File: config.mk
export PLATFORM = sky130hd
export DESIGN_NAME = uart_regs
export DESIGN_NICKNAME = d
export VERILOG_FILES = /design/src/rtl/uart_pkg.sv /design/src/rtl/uart_irq_ctrl.sv /design/src/rtl/uart_regs.sv
export SDC_FILE = /design/constraint.sdc
export NUM_CORES = 1
export LEC_CHECK = 0
export ABC_AREA = 1
export CAP_MARGIN = 30
export CORE_MARGIN = 4
export CORE_UTILIZATION = 39
export CTS_BUF_LIST = sky130_fd_sc_hd__clkbuf_8
export DETAILED_ROUTE_END_ITERATION = 7
export GPL_TIMING_DRIVEN = 1
export PLACE_DENSITY_LB_ADDON = 0.08
export SYNTH_ARGS = -nofsm -noshare
export SYNTH_HDL_FRONTEND = slang
export SYNTH_SLANG_ARGS = --single-unit
File: constraint.sdc
create_clock -name clk -period 2.5 [get_ports clk]
set_clock_uncertainty 0.05 [all_clocks]
set_input_delay 0.5 -clock clk [delete_from_list [all_inputs] [get_ports clk]]
set_output_delay 0.5 -clock clk [all_outputs]
set_load 0.01 [all_outputs]
File: src/rtl/uart_pkg.sv
`default_nettype none
// ============================================================================
//  Module      : uart_pkg
//  Description : Register map, INT_STAT bit positions and CTRL field layout
//                shared by the UART register file and its interrupt block.
//  Revision    : 1.0 - initial release
// ============================================================================
package uart_pkg;

    localparam int ADDR_CTRL     = 0;
    localparam int ADDR_BAUD_DIV = 1;
    localparam int ADDR_STATUS   = 2;
    localparam int ADDR_INT_EN   = 3;
    localparam int ADDR_INT_STAT = 4;
    localparam int ADDR_TX_DATA  = 5;
    localparam int ADDR_RX_DATA  = 6;
    localparam int ADDR_FIFO_LVL = 7;
    localparam int ADDR_FIRST_UNMAPPED = 8;

    localparam int INT_RX_AVAIL    = 0;
    localparam int INT_TX_EMPTY    = 1;
    localparam int INT_RX_OVERRUN  = 2;
    localparam int INT_FRAME_ERR   = 3;
    localparam int INT_PARITY_ERR  = 4;
    localparam int INT_TX_OVERFLOW = 5;
    localparam int INT_W           = 6;

    // Bits [1:0] are live FIFO levels and never latch.
    localparam logic [INT_W-1:0] STICKY_MASK = 6'b11_1100;

    typedef struct packed {
        logic two_stop;
        logic parity_odd;
        logic parity_en;
        logic rx_en;
        logic tx_en;
    } ctrl_reg_t;

endpackage : uart_pkg
`default_nettype wire

File: src/rtl/uart_irq_ctrl.sv
`default_nettype none
// ============================================================================
//  Module      : uart_irq_ctrl
//  Description : INT_EN mask, sticky write-one-to-clear INT_STAT and the
//                registered interrupt line.
//  Revision    : 1.0 - initial release
// ============================================================================
module uart_irq_ctrl
    import uart_pkg::*;
(
    input  logic             clk,
    input  logic             rst,
    input  logic             i_en_wen,
    input  logic             i_stat_wen,
    input  logic [INT_W-1:0] i_wdata,
    input  logic             i_rx_avail,
    input  logic             i_tx_empty,
    input  logic             i_evt_overrun,
    input  logic             i_evt_frame,
    input  logic             i_evt_parity,
    input  logic             i_evt_tx_overflow,
    output logic [INT_W-1:0] o_int_en,
    output logic [INT_W-1:0] o_int_stat,
    output logic             o_irq
);

    logic [INT_W-1:0] r_int_en;
    logic [INT_W-1:0] r_sticky;
    logic             r_irq;
    logic [INT_W-1:0] w_evt;
    logic [INT_W-1:0] w_clr;
    logic [INT_W-1:0] w_stat;

    always_comb begin
        w_evt                  = '0;
        w_evt[INT_RX_OVERRUN]  = i_evt_overrun;
        w_evt[INT_FRAME_ERR]   = i_evt_frame;
        w_evt[INT_PARITY_ERR]  = i_evt_parity;
        w_evt[INT_TX_OVERFLOW] = i_evt_tx_overflow;
    end

    assign w_clr = i_stat_wen ? i_wdata : '0;

    always_comb begin
        w_stat               = r_sticky;
        w_stat[INT_RX_AVAIL] = i_rx_avail;
        w_stat[INT_TX_EMPTY] = i_tx_empty;
    end

    always_ff @(posedge clk) begin
        if (rst) begin
            r_int_en <= '0;
            r_sticky <= '0;
            r_irq    <= 1'b0;
        end else begin
            if (i_en_wen) begin
                r_int_en <= i_wdata;
            end
            // OR-ing the event last lets a same-cycle event beat the clear.
            r_sticky <= ((r_sticky & ~w_clr) | w_evt) & STICKY_MASK;
            r_irq    <= |(w_stat & r_int_en);
        end
    end

    assign o_int_en   = r_int_en;
    assign o_int_stat = w_stat;
    assign o_irq      = r_irq;

endmodule : uart_irq_ctrl
`default_nettype wire

File: src/rtl/uart_regs.sv
`default_nettype none
// ============================================================================
//  Module      : uart_regs
//  Description : UART control/status register file with TX/RX FIFO bridging
//                and a single registered interrupt output.
//  Revision    : 1.0 - initial release
// ============================================================================
module uart_regs
    import uart_pkg::*;
#(
    parameter int          DATA_WIDTH     = 32,
    parameter int          REG_ADDR_WIDTH = 4,
    parameter int          FIFO_DEPTH     = 16,
    parameter logic [15:0] BAUD_DIV_RESET = 16'd27,
    parameter int          LVL_W          = $clog2(FIFO_DEPTH) + 1
) (
    input  logic                      clk,
    input  logic                      rst,
    input  logic [REG_ADDR_WIDTH-1:0] reg_addr,
    input  logic [DATA_WIDTH-1:0]     reg_wdata,
    input  logic                      reg_wen,
    input  logic                      reg_ren,
    output logic [DATA_WIDTH-1:0]     reg_rdata,
    output logic                      reg_error,
    output logic                      cfg_tx_en,
    output logic                      cfg_rx_en,
    output logic                      cfg_parity_en,
    output logic                      cfg_parity_odd,
    output logic                      cfg_two_stop,
    output logic [15:0]               cfg_baud_div,
    output logic                      tx_push,
    output logic [7:0]                tx_wdata,
    input  logic                      tx_full,
    input  logic                      tx_empty,
    input  logic [LVL_W-1:0]          tx_level,
    output logic                      rx_pop,
    input  logic [7:0]                rx_rdata,
    input  logic                      rx_empty,
    input  logic                      rx_full,
    input  logic [LVL_W-1:0]          rx_level,
    input  logic                      rx_overrun_evt,
    input  logic                      rx_frame_evt,
    input  logic                      rx_parity_evt,
    output logic                      irq
);

    ctrl_reg_t             r_ctrl;
    logic [15:0]           r_baud_div;
    logic [DATA_WIDTH-1:0] r_rdata;
    logic [DATA_WIDTH-1:0] w_rdata_next;
    logic [INT_W-1:0]      w_int_en;
    logic [INT_W-1:0]      w_int_stat;
    logic                  w_sel_ctrl, w_sel_baud, w_sel_status, w_sel_int_en;
    logic                  w_sel_int_stat, w_sel_tx, w_sel_rx, w_sel_lvl;
    logic                  w_wen, w_ren, w_tx_overflow;
    logic                  w_unused_ok;

    assign w_sel_ctrl     = (reg_addr == REG_ADDR_WIDTH'(ADDR_CTRL));
    assign w_sel_baud     = (reg_addr == REG_ADDR_WIDTH'(ADDR_BAUD_DIV));
    assign w_sel_status   = (reg_addr == REG_ADDR_WIDTH'(ADDR_STATUS));
    assign w_sel_int_en   = (reg_addr == REG_ADDR_WIDTH'(ADDR_INT_EN));
    assign w_sel_int_stat = (reg_addr == REG_ADDR_WIDTH'(ADDR_INT_STAT));
    assign w_sel_tx       = (reg_addr == REG_ADDR_WIDTH'(ADDR_TX_DATA));
    assign w_sel_rx       = (reg_addr == REG_ADDR_WIDTH'(ADDR_RX_DATA));
    assign w_sel_lvl      = (reg_addr == REG_ADDR_WIDTH'(ADDR_FIFO_LVL));

    assign reg_error = (reg_addr >= REG_ADDR_WIDTH'(ADDR_FIRST_UNMAPPED));

    // Gating with rst keeps an access that overlaps reset from reaching the FIFOs.
    assign w_wen         = reg_wen && !rst;
    assign w_ren         = reg_ren && !rst;
    assign tx_push       = w_wen && w_sel_tx && !tx_full;
    assign w_tx_overflow = w_wen && w_sel_tx && tx_full;
    assign tx_wdata      = reg_wdata[7:0];
    assign rx_pop        = w_ren && w_sel_rx && !rx_empty;

    always_comb begin
        w_rdata_next = '0;
        if (w_sel_ctrl) begin
            w_rdata_next[4:0] = r_ctrl;
        end else if (w_sel_baud) begin
            w_rdata_next[15:0] = r_baud_div;
        end else if (w_sel_status) begin
            w_rdata_next[3:0] = {rx_empty, rx_full, tx_empty, tx_full};
        end else if (w_sel_int_en) begin
            w_rdata_next[INT_W-1:0] = w_int_en;
        end else if (w_sel_int_stat) begin
            w_rdata_next[INT_W-1:0] = w_int_stat;
        end else if (w_sel_rx) begin
            if (!rx_empty) begin
                w_rdata_next[8:0] = {1'b1, rx_rdata};
            end
        end else if (w_sel_lvl) begin
            w_rdata_next[LVL_W-1:0]    = tx_level;
            w_rdata_next[16+:LVL_W]    = rx_level;
        end
    end

    always_ff @(posedge clk) begin
        if (rst) begin
            r_ctrl     <= '0;
            r_baud_div <= BAUD_DIV_RESET;
            r_rdata    <= '0;
        end else begin
            if (reg_wen && w_sel_ctrl) begin
                r_ctrl <= ctrl_reg_t'(reg_wdata[4:0]);
            end
            if (reg_wen && w_sel_baud) begin
                r_baud_div <= (reg_wdata[15:0] == 16'd0) ? 16'd1 : reg_wdata[15:0];
            end
            if (reg_ren) begin
                r_rdata <= w_rdata_next;
            end
        end
    end

    uart_irq_ctrl u_irq_ctrl (
        .clk               (clk),
        .rst               (rst),
        .i_en_wen          (w_wen && w_sel_int_en),
        .i_stat_wen        (w_wen && w_sel_int_stat),
        .i_wdata           (reg_wdata[INT_W-1:0]),
        .i_rx_avail        (!rx_empty),
        .i_tx_empty        (tx_empty),
        .i_evt_overrun     (rx_overrun_evt),
        .i_evt_frame       (rx_frame_evt),
        .i_evt_parity      (rx_parity_evt),
        .i_evt_tx_overflow (w_tx_overflow),
        .o_int_en          (w_int_en),
        .o_int_stat        (w_int_stat),
        .o_irq             (irq)
    );

    assign reg_rdata      = r_rdata;
    assign cfg_tx_en      = r_ctrl.tx_en;
    assign cfg_rx_en      = r_ctrl.rx_en;
    assign cfg_parity_en  = r_ctrl.parity_en;
    assign cfg_parity_odd = r_ctrl.parity_odd;
    assign cfg_two_stop   = r_ctrl.two_stop;
    assign cfg_baud_div   = r_baud_div;

    assign w_unused_ok = ^{reg_wdata[DATA_WIDTH-1:16]};

endmodule : uart_regs
`default_nettype wire

==> results of run 1 <==
## through the flow
stage,setup WS [ns],area (µm²),util,std cells
6_report,0.1461,3805,0.5992,565
5_1_grt,0.01617,3805,0.5992,565
4_1_cts,0.03386,3809,0.5998,565
3_5_place_dp,-0.2377,3730,0.5874,558
3_3_place_gp,-0.1893,3730,0.5874,558
2_1_floorplan,0.7075,2597,-,382
## critical path, stage by stage
cell and delay (ns):
clkdlybuf4s50_1 0.48, inv_1 0.06, nor2_1 0.13, nand2_1 0.09, nor2_1 0.13, inv_1 0.08
nor3_1 0.16, clkbuf_2 0.17
## cells in the final DEF (no fill, tap or decap), drive strengths merged
cell,n
nand4,2
conb,11
a31oi,3
dlygate4sd2,1
a21oi,38
nand3,16
dfxtp,53
clkinv,2
o21ai,48
a221oi,1
inv,47
clkdlybuf4s50,100
o211ai,3
nor2,38
o31ai,4
nor4,3
o2111ai,1
buf,30
clkbuf,6
nand2,79
nor3,2
## state kept, by name (all words and copies together) (netlist names), 4 cells and up
| name | count |
|---|---|
| cfg_baud_div | 16 |
| reg_rdata | 21 |
| u_irq_ctrl.o_int_en | 6 |
| u_irq_ctrl.r_sticky | 4 |
## layer usage
layer,up-vias,global-route usage
li1,1413,-
met1,1233,0.2779
met2,99,0.3117
met3,8,0.05530
met4,0,0.04330
met5,-,0
## where the power goes
part	switching, mW	internal (mW)
logic	0.149	0.174
clock network	0.273	0.191
registers	0.0180	0.872
total	0.441	1.24
## cell families (layout without fill, tap and decap cells)
| group | count (synthesis) | count (layout) | synth area share |
|---|---|---|---|
| buf+inv | 80 | 186 | 0.1510 |
| flops | 53 | 53 | 0.4145 |
| compound gates | 98 | 98 | 0.2028 |
| simple gates | 140 | 140 | 0.2302 |
| other cells | 1 | 11 | 0.001465 |
## worst paths after layout
check	startpoint	end	slack (ns)	cells after the start
max	reg_addr[1]	rx_pop	0.15	8
min	cfg_parity_odd	cfg_parity_odd	0.42	2
max reg2reg	u_irq_ctrl.r_sticky[4]	reg_rdata[4]	1.48	8
min reg2reg	cfg_parity_odd	cfg_parity_odd	0.42	2
## layout make-up
cell class,count,area (µm²),area share
inverter,47,176.4,0.04637
clock inverter,2,12.51,0.003288
timing repair buffer,132,1240,0.3259
tap,77,96.34,0.02532
clock buffer,5,68.82,0.01809
sequential,53,1061,0.2789
multi-input combinational,249,1150,0.3022
==> results.md, run 1 <==
- Status: finished clean
- Critical path peak fanout: 2
- Fillers: around 590
- WL per Instance: ~14 µm
- Largest cells by area after synthesis: dfxtp_1, nand2_1, o21ai_0
- HP Class: register to register
- Post-synth ARST share: 0
- Via count: between 2000 and 3000
- Crit. End Element: primary output
- Period Utilization, post-route: 0.9416
- Critical path class: input pin to primary output
- Max cap viols: 0
- Final slew viol count: 0
- Post_cts resized: 2
- Ant. Diodes: 0
- # DRC: 0
- Mean Syn Cell Area: just under 7 µm²
- RSZ-0062 raised after global routing: no
- I/O pin cnt: between 100 and 150
- Die area: 0.007925 mm²
- H-tree level count: 2
- Count leader, synth: nand2_1
- DR top layer: met4
- I/O Buffers: 102
- CTS buffer count: 5
- Hold Vio Cnt, Final: 0
- RePlAce Congestion: approximately 0.87
- CTS max path bufs: 2
- Clock latency on the worst-skew pair: around 0.30 ns
- Final hold slack: 0.4220 ns
- Postcts setup bufs: 0
- Critical path launch point type: input pin
- DRT Pass-1 Iters: 5
- WL met3: 671 µm
- Synthesis-to-layout area growth: 48.63%
- Setup TNS: 0 ns
- Total wire length: 7953 µm
- Rows: 29
- Overall routing resource usage: 0.2000
- Power, Total: about 1.7 mW
- Antenna-violating nets left: 0
- Post-synth top cells: nand2_1, dfxtp_1, inv_1
- Post-CTS Hold Fix Bufs: 0
- Post-synthesis sequential area ratio: 0.4145
- Flops & latches, synth: 53
- TritonCTS clock tree: done
- Synth area leader: dfxtp_1
- Syn Std Cell Area: roughly 0.0026 mm²
- Ys flop type: dfxtp_1
- VDD IR max: between 200 and 250 µV
- Top-area cell type share of the netlist area: 0.4145
- Pin count of the biggest net entering global routing: 37
- Power Dens Cells: about 440 mW/mm²
- First-pass GRT wire length: about 12000 µm
- Clk slew on worst S/H paths: about 0.090 ns
- Syn. warnings: 0
- Core footprint: 0.006350 mm²
- Min Tclk post-route: between 2 and 2.5 ns
- M1 WL: between 3000 and 4000 µm
- Vert. Die Dim: just under 90 µm
- Nets: 553
- Max Clock Freq: between 400 and 500 MHz
- Starting Density: 0.4032
- Leak pwr: 1.605 nW
- Die W: between 80 and 90 µm
- Yosys cell types: 27
- Total grt overflow: 0
- Setup Viol. Count Final: 0
- Clock root buffer: clkbuf_8
- Worst endpoint data arrival time: between 1.5 and 2 ns
- WL met2: around 3600 µm
- Number of global-route vias before repair: around 2500
- Layout cells sized above 1: 0.08811
- DR vias/cell: 4.873
- Num Clock Sinks: 53
- Detailed placement HPWL: approximately 6200 µm
- Mapped Cells: 372
- Initial DRC count: 210
- Initial antenna violation count: 0
- CP Data Required Time: around 2.0 ns
- Post-synth EDFFs: 0
No activity file was read; power rests on OpenSTA's default activity.
==> inputs of run 2 (changes only) <==
--- a/config.mk
+++ b/config.mk
@@ -10,6 +10,7 @@
 export CORE_MARGIN = 4
 export CORE_UTILIZATION = 39
 export CTS_BUF_LIST = sky130_fd_sc_hd__clkbuf_8
+export CTS_CLUSTER_SIZE = 10
 export DETAILED_ROUTE_END_ITERATION = 7
 export GPL_TIMING_DRIVEN = 1
 export PLACE_DENSITY_LB_ADDON = 0.08
==> results of run 2 <==
Same layout as run 1: the final DEF is identical, and so are final timing and power.
==> inputs of run 3 (changes only) <==
--- a/config.mk
+++ b/config.mk
@@ -6,6 +6,7 @@
 export NUM_CORES = 1
 export LEC_CHECK = 0
 export ABC_AREA = 1
+export ABC_CLOCK_PERIOD_IN_PS = 2500
 export CAP_MARGIN = 30
 export CORE_MARGIN = 4
 export CORE_UTILIZATION = 39
==> results of run 3 <==
Same layout as run 1: the final DEF is identical, and so are final timing and power.
